`src/rtl/rs485_frame_rx.sv`:
```
// RS-485 frame receiver: AA, ADDR, CMD, LEN, payload, CHK.
// Byte-driven FSM with inter-byte timeout and one-cycle result pulses.
module rs485_frame_rx #(
  parameter logic [7:0]  DEV_ADDR    = 8'h01,
  parameter int unsigned TIMEOUT_CYC = 21700
) (
  input  logic        sys_clk,
  input  logic        sys_rst_n,
  input  logic        rx_done,
  input  logic [7:0]  rx_data,
  output logic        frame_valid,
  output logic [7:0]  frame_cmd,
  output logic [3:0]  frame_len,
  output logic [63:0] frame_payload,
  output logic        err_chk,
  output logic        err_len,
  output logic        err_timeout,
  output logic        busy
);

  localparam int CW = $clog2(TIMEOUT_CYC + 1);

  typedef enum logic [2:0] {
    S_IDLE,
    S_ADDR,
    S_CMD,
    S_LEN,
    S_DATA,
    S_CHK
  } state_t;

  state_t        state;
  logic [CW-1:0] cnt;
  logic [7:0]    addr_q;
  logic [7:0]    cmd_q;
  logic [7:0]    sum_q;
  logic [3:0]    len_q;
  logic [2:0]    idx_q;
  logic [63:0]   pay_q;
  logic          expire;
  logic          addr_ok;

  // A strobe on the expiry cycle keeps the frame alive.
  assign expire  = (state != S_IDLE) && !rx_done &&
                   (cnt == CW'(TIMEOUT_CYC - 1));
  assign addr_ok = (addr_q == DEV_ADDR) || (addr_q == 8'hFF);
  assign busy    = (state != S_IDLE);

  always_ff @(posedge sys_clk) begin
    if (!sys_rst_n) begin
      state         <= S_IDLE;
      cnt           <= '0;
      addr_q        <= '0;
      cmd_q         <= '0;
      sum_q         <= '0;
      len_q         <= '0;
      idx_q         <= '0;
      pay_q         <= '0;
      frame_valid   <= 1'b0;
      frame_cmd     <= '0;
      frame_len     <= '0;
      frame_payload <= '0;
      err_chk       <= 1'b0;
      err_len       <= 1'b0;
      err_timeout   <= 1'b0;
    end else begin
      frame_valid <= 1'b0;
      err_chk     <= 1'b0;
      err_len     <= 1'b0;
      err_timeout <= 1'b0;

      if (rx_done || state == S_IDLE)
        cnt <= '0;
      else
        cnt <= cnt + CW'(1);

      if (expire) begin
        state       <= S_IDLE;
        err_timeout <= 1'b1;
      end else if (rx_done) begin
        unique case (state)
          S_IDLE: begin
            if (rx_data == 8'hAA) begin
              state <= S_ADDR;
              pay_q <= '0;
              idx_q <= '0;
            end
          end
          S_ADDR: begin
            addr_q <= rx_data;
            sum_q  <= rx_data;
            state  <= S_CMD;
          end
          S_CMD: begin
            cmd_q <= rx_data;
            sum_q <= sum_q + rx_data;
            state <= S_LEN;
          end
          S_LEN: begin
            sum_q <= sum_q + rx_data;
            len_q <= rx_data[3:0];
            if (rx_data > 8'd8) begin
              state   <= S_IDLE;
              err_len <= 1'b1;
            end else if (rx_data == 8'd0) begin
              state <= S_CHK;
            end else begin
              state <= S_DATA;
            end
          end
          S_DATA: begin
            pay_q[{idx_q, 3'b000} +: 8] <= rx_data;
            sum_q <= sum_q + rx_data;
            idx_q <= idx_q + 3'd1;
            if ({1'b0, idx_q} == len_q - 4'd1)
              state <= S_CHK;
          end
          S_CHK: begin
            state <= S_IDLE;
            if (rx_data != sum_q) begin
              err_chk <= 1'b1;
            end else if (addr_ok) begin
              frame_valid   <= 1'b1;
              frame_cmd     <= cmd_q;
              frame_len     <= len_q;
              frame_payload <= pay_q;
            end
          end
          default: state <= S_IDLE;
        endcase
      end
    end
  end

endmodule

```
`config.mk`:
```
export PLATFORM = sky130hd
export DESIGN_NAME = rs485_frame_rx
export DESIGN_NICKNAME = d
export VERILOG_FILES = /design/src/rtl/rs485_frame_rx.sv
export SDC_FILE = /design/constraint.sdc
export NUM_CORES = 1
export LEC_CHECK = 0
export ABC_AREA = 1
export BUFFER_PORTS_ARGS = -buffer_cell sky130_fd_sc_hd__buf_4
export CAP_MARGIN = 0
export CORE_ASPECT_RATIO = 1.1
export CORE_UTILIZATION = 35
export DETAILED_ROUTE_END_ITERATION = 10
export SLEW_MARGIN = 10
export SYNTH_ARGS = -nofsm -noshare
export SYNTH_HDL_FRONTEND = slang
export SYNTH_SLANG_ARGS = --single-unit
```
`constraint.sdc`:
```
create_clock -name sys_clk -period 1.8 [get_ports sys_clk]
set_clock_uncertainty 0.05 [all_clocks]
set_input_delay 0.18 -clock sys_clk [delete_from_list [all_inputs] [get_ports sys_clk]]
set_output_delay 0.18 -clock sys_clk [all_outputs]
set_load 0.01 [all_outputs]
```
; After elaboration in Yosys (flattened, before gate mapping)
; Cells that the tools add are included.
[word_totals]
ff_bits = 193
[op_classes]
add_sub_neg = 5
magnitude_cmp = 1
n_eq_ne = 13
shift = 2
muxes = 15
bitwise = 6
reduce_logical = 23
[op_table]
columns = cell, n
row1 = $pmux 64 s2, 1
row2 = $bwmux 64, 1
row3 = $mux 64, 1
row4 = $shift 8x8->64 const A, 1
row5 = $shiftx 8x8->64, 1
row6 = $eq 8x8->1 const B, 2
row7 = $pmux 8 s2, 1
row8 = $add 15x1->15 const B, 1
row9 = $eq 15x15->1 const B, 1
row10 = $pmux 3 s5, 1
row11 = $reduce_and 3->1, 5
row12 = $mux 3, 4
row13 = $add 8x8->8, 1
row14 = $eq 8x1->1 const B, 1
row15 = $gt 8x4->1 const B, 1
row16 = $logic_not 8->1, 1
row17 = $ne 8x8->1, 1
row18 = $neg 6->8, 1
row19 = $reduce_or 4->1, 2
row20 = $eq 3x2->1 const B, 2
row21 = $eq 3x3->1 const B, 2
row22 = $not 1->1, 6
row23 = $pmux 3 s2, 1
row24 = $mux 1, 5
row25 = 17 further kinds, 21

; Longest topological paths before layout
; Gate-level depths: netlist of the first run.
[logic_depth]
depth_word = 5
ltp_mapped = 13
mapped_depth_nobuf = 13

; Worst setup path after synthesis of the first run
; OpenSTA, ideal clock, no wires.
[synth_timing]
kind = flip-flop to flip-flop
startpoint = register idx_q[0]
endpoint = register pay_q[0]
setup_time_ns = 0.132
t_arrival_ns = 1.741
required_ns = 1.618
setup_slack_ns = -0.124
path_stages_with_launch = 13
path_buffers = 1
period_less_slack_ns = 1.924
cell_sequence = dfxtp_1 > buf_4 > inv_2 > ha_1 > ha_1 > inv_1 > nand3_1 > nor2_1 > inv_1 > nand2_1 > nand2_1 > nand2_1 > a21oi_1
[synth_between]
elab_chain_cells = 4
word_cells_on_any_way = 5
classes_between = add/sub (1) / shift (2) / mux (2)
[synth_rtl]
columns = element, line_no
row1 = from (decl), 38  ; logic [2:0] idx_q;
row2 = from (signal assigned), 114  ; idx_q <= idx_q + 3'd1;
row3 = $neg 6->8 *, 112  ; pay_q[{idx_q, 3'b000} +: 8] <= rx_data;
row4 = $shiftx 8x8->64 / $shift 8x8->64 (equally long branches), 112
row5 = $bwmux 64 *, 112
row6 = $pmux 64 s2 *, 81  ; unique case (state)
row7 = "to (signal, indexed assignment)", 112
row8 = to (decl), 39  ; logic [63:0] pay_q;
; Mark *: on every way between the ends. The rest lies on a longest branch, timed or not.
; A chain may end at the register's enable or synchronous reset.

; Worst setup path in the final report of the first run
[layout_timing]
startpoint = register sum_q[1]
endpoint = register frame_payload[31]
[layout_between]
elab_chain_cells = 3
[layout_rtl]
columns = element, line_no
row1 = from (decl), 36  ; logic [7:0] sum_q;
row2 = from (signal assigned), 91  ; sum_q <= rx_data;
row3 = from (signal assigned), 96  ; sum_q <= sum_q + rx_data;
row4 = from (signal assigned), 100  ; sum_q <= sum_q + rx_data;
row5 = $ne 8x8->1, 120  ; if (rx_data != sum_q) begin
row6 = $not 1->1 (no source line), --
row7 = $reduce_and 5->1 (no source line), --
row8 = to (signal assigned), 126  ; frame_payload <= pay_q;
row9 = to (decl), 14  ; output logic [63:0] frame_payload,
; No other way between the ends.

==> results of run 1 <==
placed cells by master (no fill, tap or decap), drive strengths merged, types with 4 or more instances in the layout:
cell,count
nor2,218
ha,12
dfxtp,193
buf,159
inv,145
nand2,391
nand3b,4
bufinv,4
a21oi,109
nor3,20
clkbuf,24
o21ai,31
nand4,12
nand3,34
power groups by stage:
stage	clock network [mW]	logic [mW]	registers (mW)
global placement	0	0.542	4.44
global route	4.35	0.652	4.35
floorplan	0	0.332	4.43
CTS	4.18	0.549	4.34
finish	4.08	0.579	4.35
detailed placement	0	0.545	4.44
layer usage:
metal  wire length, microns  up-vias
li1                       -     4090
met1                  10500     3556
met2                  10800      127
met3                    677       30
met4                    535        0
met5                      0        -
worst min-delay path, cell delays in order:
cell and delay [ns]:
buf_4 0.17, o21ai_0 0.08, a31oi_1 0.04
registers in the layout (all words and copies together), names as in the netlist, 3 cells and up:
name,flops
idx_q,3
addr_q,8
frame_payload,64
frame_len,4
sum_q,8
cnt,15
frame_cmd,8
len_q,4
state,3
pay_q,64
cmd_q,8
through the flow:
stage	utilization, %	worst slack [ns]
floorplan	-	-0.00696
global placement	41.6	-0.0196
detailed placement	41.6	-0.0311
CTS	44.3	0.00501
global route	46.2	-0.0480
finish	46.2	0.0301
cells by family (layout without fill, tap and decap cells):
group,count (synthesis),in the layout,synth area share [%]
flops,193,193,45.4
compound gates,147,147,8.90
xor+xnor,3,3,0.397
fa+ha+maj,13,13,2.00
buf+inv,188,338,9.14
simple gates,688,688,34.1
final cells by class:
cell class                 count  area [sq um]  share of cell area (%)
multi-input combinational    851          4150                    37.8
sequential                   193          3870                    35.2
timing repair buffer         165          1420                    12.9
inverter                     141           532                    4.84
clock buffer                  19           433                    3.94
tap                          305           382                    3.47
clock inverter                13           201                    1.83
worst max-delay path by stage:
stage | start | slack [ns] | end | depth (start not counted)
after floorplan | idx_q[0] | -0.007 | pay_q[63] | 10
after global placement | rx_data[0] | -0.02 | frame_payload[43] | 10
after detailed placement | rx_data[0] | -0.03 | frame_payload[43] | 10
after CTS | sum_q[0] | 0.005 | frame_payload[46] | 9
after global routing | sum_q[1] | -0.05 | frame_cmd[7] | 11
final | sum_q[1] | 0.03 | frame_payload[31] | 10
timing repair:
action	CTS	global route
endpoints found under the hold margin	1	0
buffers inserted	0	3
pin swaps	0	15
gates resized for setup	2	76
hold buffers	1	0
cloned	0	7
endpoints found under the setup margin	2	150
==> metrics.txt, run 1 <==
Die X=151 microns; PortBufs=91; GR Layer Usage met2=29.5%; met3 Usage GRT=2.61%; row count=59; Sink Count=193; layout net count=1,393; GRT busiest layer=met2; via count=7,803; total global routing overflow=0; Yosys warnings=0; Worst R2R Setup Slack=0.03 ns; layout cells sized above 1=22.1%; antenna cells=0; met1 GRT Util=22.4%; Worst R2R Start=sum_q[1]; hold worst-path end=sum_q[0]; CP Cell Sequence=ha_4 > nor2_2 > nand3_1 > nor2_1 > buf_4 > nand3_4 > buf_12 > clkbuf_16 > nor2_1 > nor2_1; RSZ-0062 raised after global routing=yes; crit-path leading delay family=simple AND/OR/NAND/NOR gates; H-tree depth=4; Max rail drop VDD=0.551 mV; DRC Markers=0; Clk Latency, worst-skew pair=0.44 ns; initial core utilization=35.8%; DR WL/cell=13.4 microns; global placer's final weighted congestion=0.911; Switch Pwr=2.10 mW; Vias/cell=4.63; cell taking the most area after synthesis=dfxtp_1; Hold WS=0.0323 ns; Comb pwr share=6.4%; core area=23,800 sq um; initial DRC count=411; first-pass GRT wire length=34,100 microns; Worst R2R Path Depth=10; clk slew on worst S/H paths=0.07 ns; post-synthesis net count=1,256; most frequent cell after synthesis=nand2_1; Unique masters post-synth=37; Power Total=9.01 mW; top cells by area, synth=dfxtp_1, nand2_1, nor2_1; status=completed; fillcell total=2,459; Syn Area/Cell=6.90 sq um; Clk pwr share=45.3%; CTS Root Cell=clkbuf_16; Setup crit end kind=register; hold_sp=sys_rst_n; Worst EP arrival=2.05 ns; Post-synth top flop=dfxtp_1; Setup TNS=0 ns; Pleak=5.22 nW; Hold Path Class=primary input to register; chip height=165 microns; crit-path max FO=14; fmax=0.565 GHz; ANT nets after route=0; cell mode on critical path=nor2_1; first-pass detailed-route iteration total=5; post-route insts no fill=1,687; reg2reg end=frame_payload[31]; EDFF count, synth=0; CTS tree=built; CTS max path bufs=2; max-capacitance violation count=0; Synth Register Bits=193; Cells after DPL=1,644; HPWL Detailed=15,100 microns; Slew Limit Headroom=74.7%; Area after DPL=9890 sq um; Worst Max-Slew Pin Slew=0.379 ns; worst hold stages=3; startpoint class of the critical path=register; DIE AREA=24,900 sq um; Final period util=98.3%; sequential fraction of the synthesis area=45.4%; Layout area overhead=29.3%; Final Hold Fails=0; asr flop ratio synth=0%; Reg power frac=48.3%; slowest library cell on the worst path=dfxtp_2; Setup-failing EPs final=0; Switching Fraction=23.3%; CP required=2.08 ns; final instance area=11,000 sq um; Routed WL=22,500 microns; Yosys top cell area share=45.4%; Post-Syn Area=8500 sq um; Cell Int Power=6.91 mW; vias in the first global route=6,959; fin. max-slew vios=0; Synth Instances=1,232; Buf/Inv on CP=3; Worst path max stage delay=0.35 ns; most frequent cells after synthesis=nand2_1, nor2_1, dfxtp_1; cts bufs inserted=17; initial antenna violation count=0; pin count of the biggest net entering global routing=67; gr usage total=17.4%; pwr dens=820 nW/um^2; crit path time final=1.77 ns; WS Path Type=register to register; io pins=92
(Power assumes the default switching activity.)
==> run 2: changes to the inputs <==
--- a/config.mk
+++ b/config.mk
@@ -5,7 +5,6 @@
 export SDC_FILE = /design/constraint.sdc
 export NUM_CORES = 1
 export LEC_CHECK = 0
-export ABC_AREA = 1
 export BUFFER_PORTS_ARGS = -buffer_cell sky130_fd_sc_hd__buf_4
 export CAP_MARGIN = 0
 export CORE_ASPECT_RATIO = 1.1
==> run 2 against run 1 <==
  * The flow now finishes with violations (setup timing)
  * Sequential power shrank 2%
  * First-iteration DRC count fell by 24%
  * Register-to-register slack lost 0.30 ns
  * Worst hold slack improved by 0.0096 ns
  * Sequential share of layout area hardly changed
  * Die area decreased by 10%
  * Critical path depth decreased by 6
  * Maximum frequency down 14%
  * Clock power shrank 8.1%
  * Count of clock-buffer cells in the layout increased by 2
  * Critical path type unchanged
==> metrics.txt, run 2 <==
Synth Register Bits=193 (unchanged); Clk Latency, worst-skew pair=0.44 ns (about the same); Power Total=8.30 mW (-7.9%); crit path time final=2.07 ns (+0.296 ns); initial core utilization=35.7% (about the same); row count=56 (-5.1%); layout net count=1,100 (-21%); hold worst-path end=pay_q[7]; startpoint class of the critical path=register; most frequent cells in the layout=dfxtp_1, buf_4, nand2_1, a21oi_1, nand3_1; Setup crit end kind=register; sequential fraction of the synthesis area=50.6% (+5.1 points); Worst R2R Setup Slack=-0.27 ns (-0.30 ns); DRC Markers=0 (unchanged); Cells after DPL=1,324 (-19%); Die X=143 microns (-5.2%); Core Util, Final=51.4% (+5.2 points); CTS max path bufs=2 (unchanged); fmax=0.484 GHz (-14%); initial DRC count=313 (-24%); H-tree depth=4 (unchanged); global placer's final weighted congestion=0.867 (-4.9%); most frequent cells after synthesis=nand2_1, dfxtp_1, a21oi_1; pwr dens=755 nW/um^2 (-7.9%); first-pass detailed-route iteration total=5 (unchanged); status=finished, violations left; core area=21,400 sq um (-10%); layout cells sized above 1=34.8% (+13 points); cell taking the most area after synthesis=dfxtp_1; Max rail drop VDD=0.562 mV (+2.0%); Switching Fraction=22.1% (-1.2 points); Final period util=115% (+16 points); post-synthesis net count=931 (-26%); crit-path max FO=5 (-9); DR WL/cell=15.9 microns (+19%); largest registers=frame_payload x64, pay_q x64, cnt x15; RSZ-0062 raised after global routing=yes; pre-CTS setup slack=-0.274 ns (-0.243 ns); Yosys top cell area share=50.6% (+5.1 points); Worst R2R Start=cnt[4]; ANT nets after route=0 (unchanged); footprint of the multi-input gates=4160 sq um (+0.18%); initial antenna violation count=0 (unchanged); WS Path Type=register to register; Worst R2R Path Depth=4 (-6); gr usage total=19.8% (+2.4 points); PortBufs=91 (unchanged); fin. max-slew vios=0 (unchanged); via count=7,001 (-10%); CP Cell Sequence=or4_1 > or4_4 > o31ai_4 > nor3b_2; slowest library cell on the worst path=or4_4; post-route insts no fill=1,378 (-18%); io pins=92 (unchanged); cts bufs inserted=17 (unchanged); Hold Path Class=primary input to register; EDFF count, synth=0 (unchanged); Sink Count=193 (unchanged); Comb pwr share=3.4% (-3.0 points); Reg power frac=51.4% (+3.1 points); Worst Max-Slew Pin Slew=0.551 ns (+0.172 ns); chip height=157 microns (-5.2%); most frequent cell after synthesis=nand2_1; Unique masters post-synth=56 (+51%); total global routing overflow=0 (unchanged); reg2reg end=err_chk; clk slew on worst S/H paths=0.07 ns (about the same); CTS tree=built; Yosys warnings=0 (unchanged); Reg area=3880 sq um (about the same); CP required=2.06 ns (-0.02 ns); Post-Syn Area=7640 sq um (-10%); Vias/cell=5.08 (+9.8%); Syn Area/Cell=8.42 sq um (+22%); Final Hold Fails=0 (unchanged); Worst path max stage delay=0.57 ns (+0.22 ns); fillcell total=1,997 (-19%); Worst EP arrival=2.33 ns (+0.28 ns); asr flop ratio synth=0% (unchanged); Routed WL=21,900 microns (-2.8%); max-capacitance violation count=0 (unchanged); worst hold stages=3 (unchanged); HPWL Detailed=13,900 microns (-7.6%); vias in the first global route=6,585 (-5.4%); Layout area overhead=43.9%; top cells by area, synth=dfxtp_1, nand2_1, a21oi_1; pin count of the biggest net entering global routing=50 (-25%); hold_sp=rx_data[7]; final instance area=11,000 sq um (about the same); antenna cells=0 (unchanged); final setup margin=-0.266 ns (-0.296 ns); Setup-failing EPs final=92 (+92); CTS Root Cell=clkbuf_16; Switch Pwr=1.83 mW (-13%); DIE AREA=22,400 sq um (-10%); first-pass GRT wire length=34,100 microns (-0.18%); failing checks=setup timing; Clk pwr share=45.1% (-0.2 points); Post-synth top flop=dfxtp_1; Area after DPL=9380 sq um (-5.2%); Synth Instances=907 (-26%); commonest non-fill, non-tap cell in the layout=dfxtp_1; Pleak=4.06 nW (-22%); Cell Int Power=6.47 mW (-6.4%); Slew Limit Headroom=63.2% (-11 points)
==> run 2: critical path: cells and delay by family, from the launching register on <==
| kind | cells | cell delay [ns] |
|---|---|---|
| flops | 1 | 0.31 |
| compound gates | 1 | 0.39 |
| simple gates | 3 | 1.20 |
==> run 2: how the worst max path moves through the flow <==
stage	to	cells after the start	from
2_1_floorplan	err_chk	4	cnt[5]
3_3_place_gp	err_chk	4	cnt[4]
3_5_place_dp	err_chk	4	cnt[4]
4_1_cts	err_chk	4	cnt[2]
5_1_grt	frame_payload[19]	8	addr_q[4]
6_report	err_chk	4	cnt[4]
==> run 2: repair_timing <==
| item | 4_1_cts | 5_1_grt |
|---|---|---|
| setup endpoints to repair | 95 | 139 |
| hold endpoints to repair | 2 | 0 |
| buffers inserted | 6 | 2 |
| hold buffers | 1 | 0 |
| gates cloned | 8 | 6 |
| gates resized for setup | 77 | 114 |
| pin swaps | 56 | 40 |
==> run 2: layout make-up <==
cell class / instances / share of cell area, %
repair buffers: 208 / 17.8
flip-flops and latches: 193 / 35.3
multi-input cells: 640 / 37.8
well taps: 290 / 3.30
clock buffers: 21 / 4.10
inverters: 16 / 0.581
clock inverters: 10 / 1.16
==> run 2: routing by layer <==
layer / vias to the layer above / wire (microns) / global-route usage (%)
met2: 144 / 10800 / 33.3
met4: 0 / 561 / 8.19
met5: - / 0 / 0
li1: 3470 / - / -
met1: 3348 / 9700 / 24.5
met3: 39 / 849 / 4.41
==> run 2: logic make-up after synthesis <==
family | share of synthesized area [%]
adders and majority gates | 2.23
buffers and inverters | 4.34
AOI/OAI and AO/OA | 13.9
and+or+nand+nor | 23.2
muxes | 3.54
DFF | 50.6
xor gates and xnor gates | 2.18
==> run 2: per-stage QoR <==
stage | setup TNS [ns] | hold WS, ns
final | -16.10 | 0.0419
after global routing | -26.93 | 0.0389
after CTS | -14.95 | 0.0266
after detailed placement | -17.65 | 0.393
after global placement | -14.37 | 0.389
after floorplan | -2.30 | 0.246
==> run 2: power by group through the flow <==
stage                     combinational, mW  clock (mW)  sequential, mW
after floorplan                       0.126           0            4.37
after global placement                0.241           0            4.37
after detailed placement              0.242           0            4.37
after CTS                             0.266        3.84            4.27
after global routing                  0.304        4.03            4.27
final                                 0.284        3.75            4.27
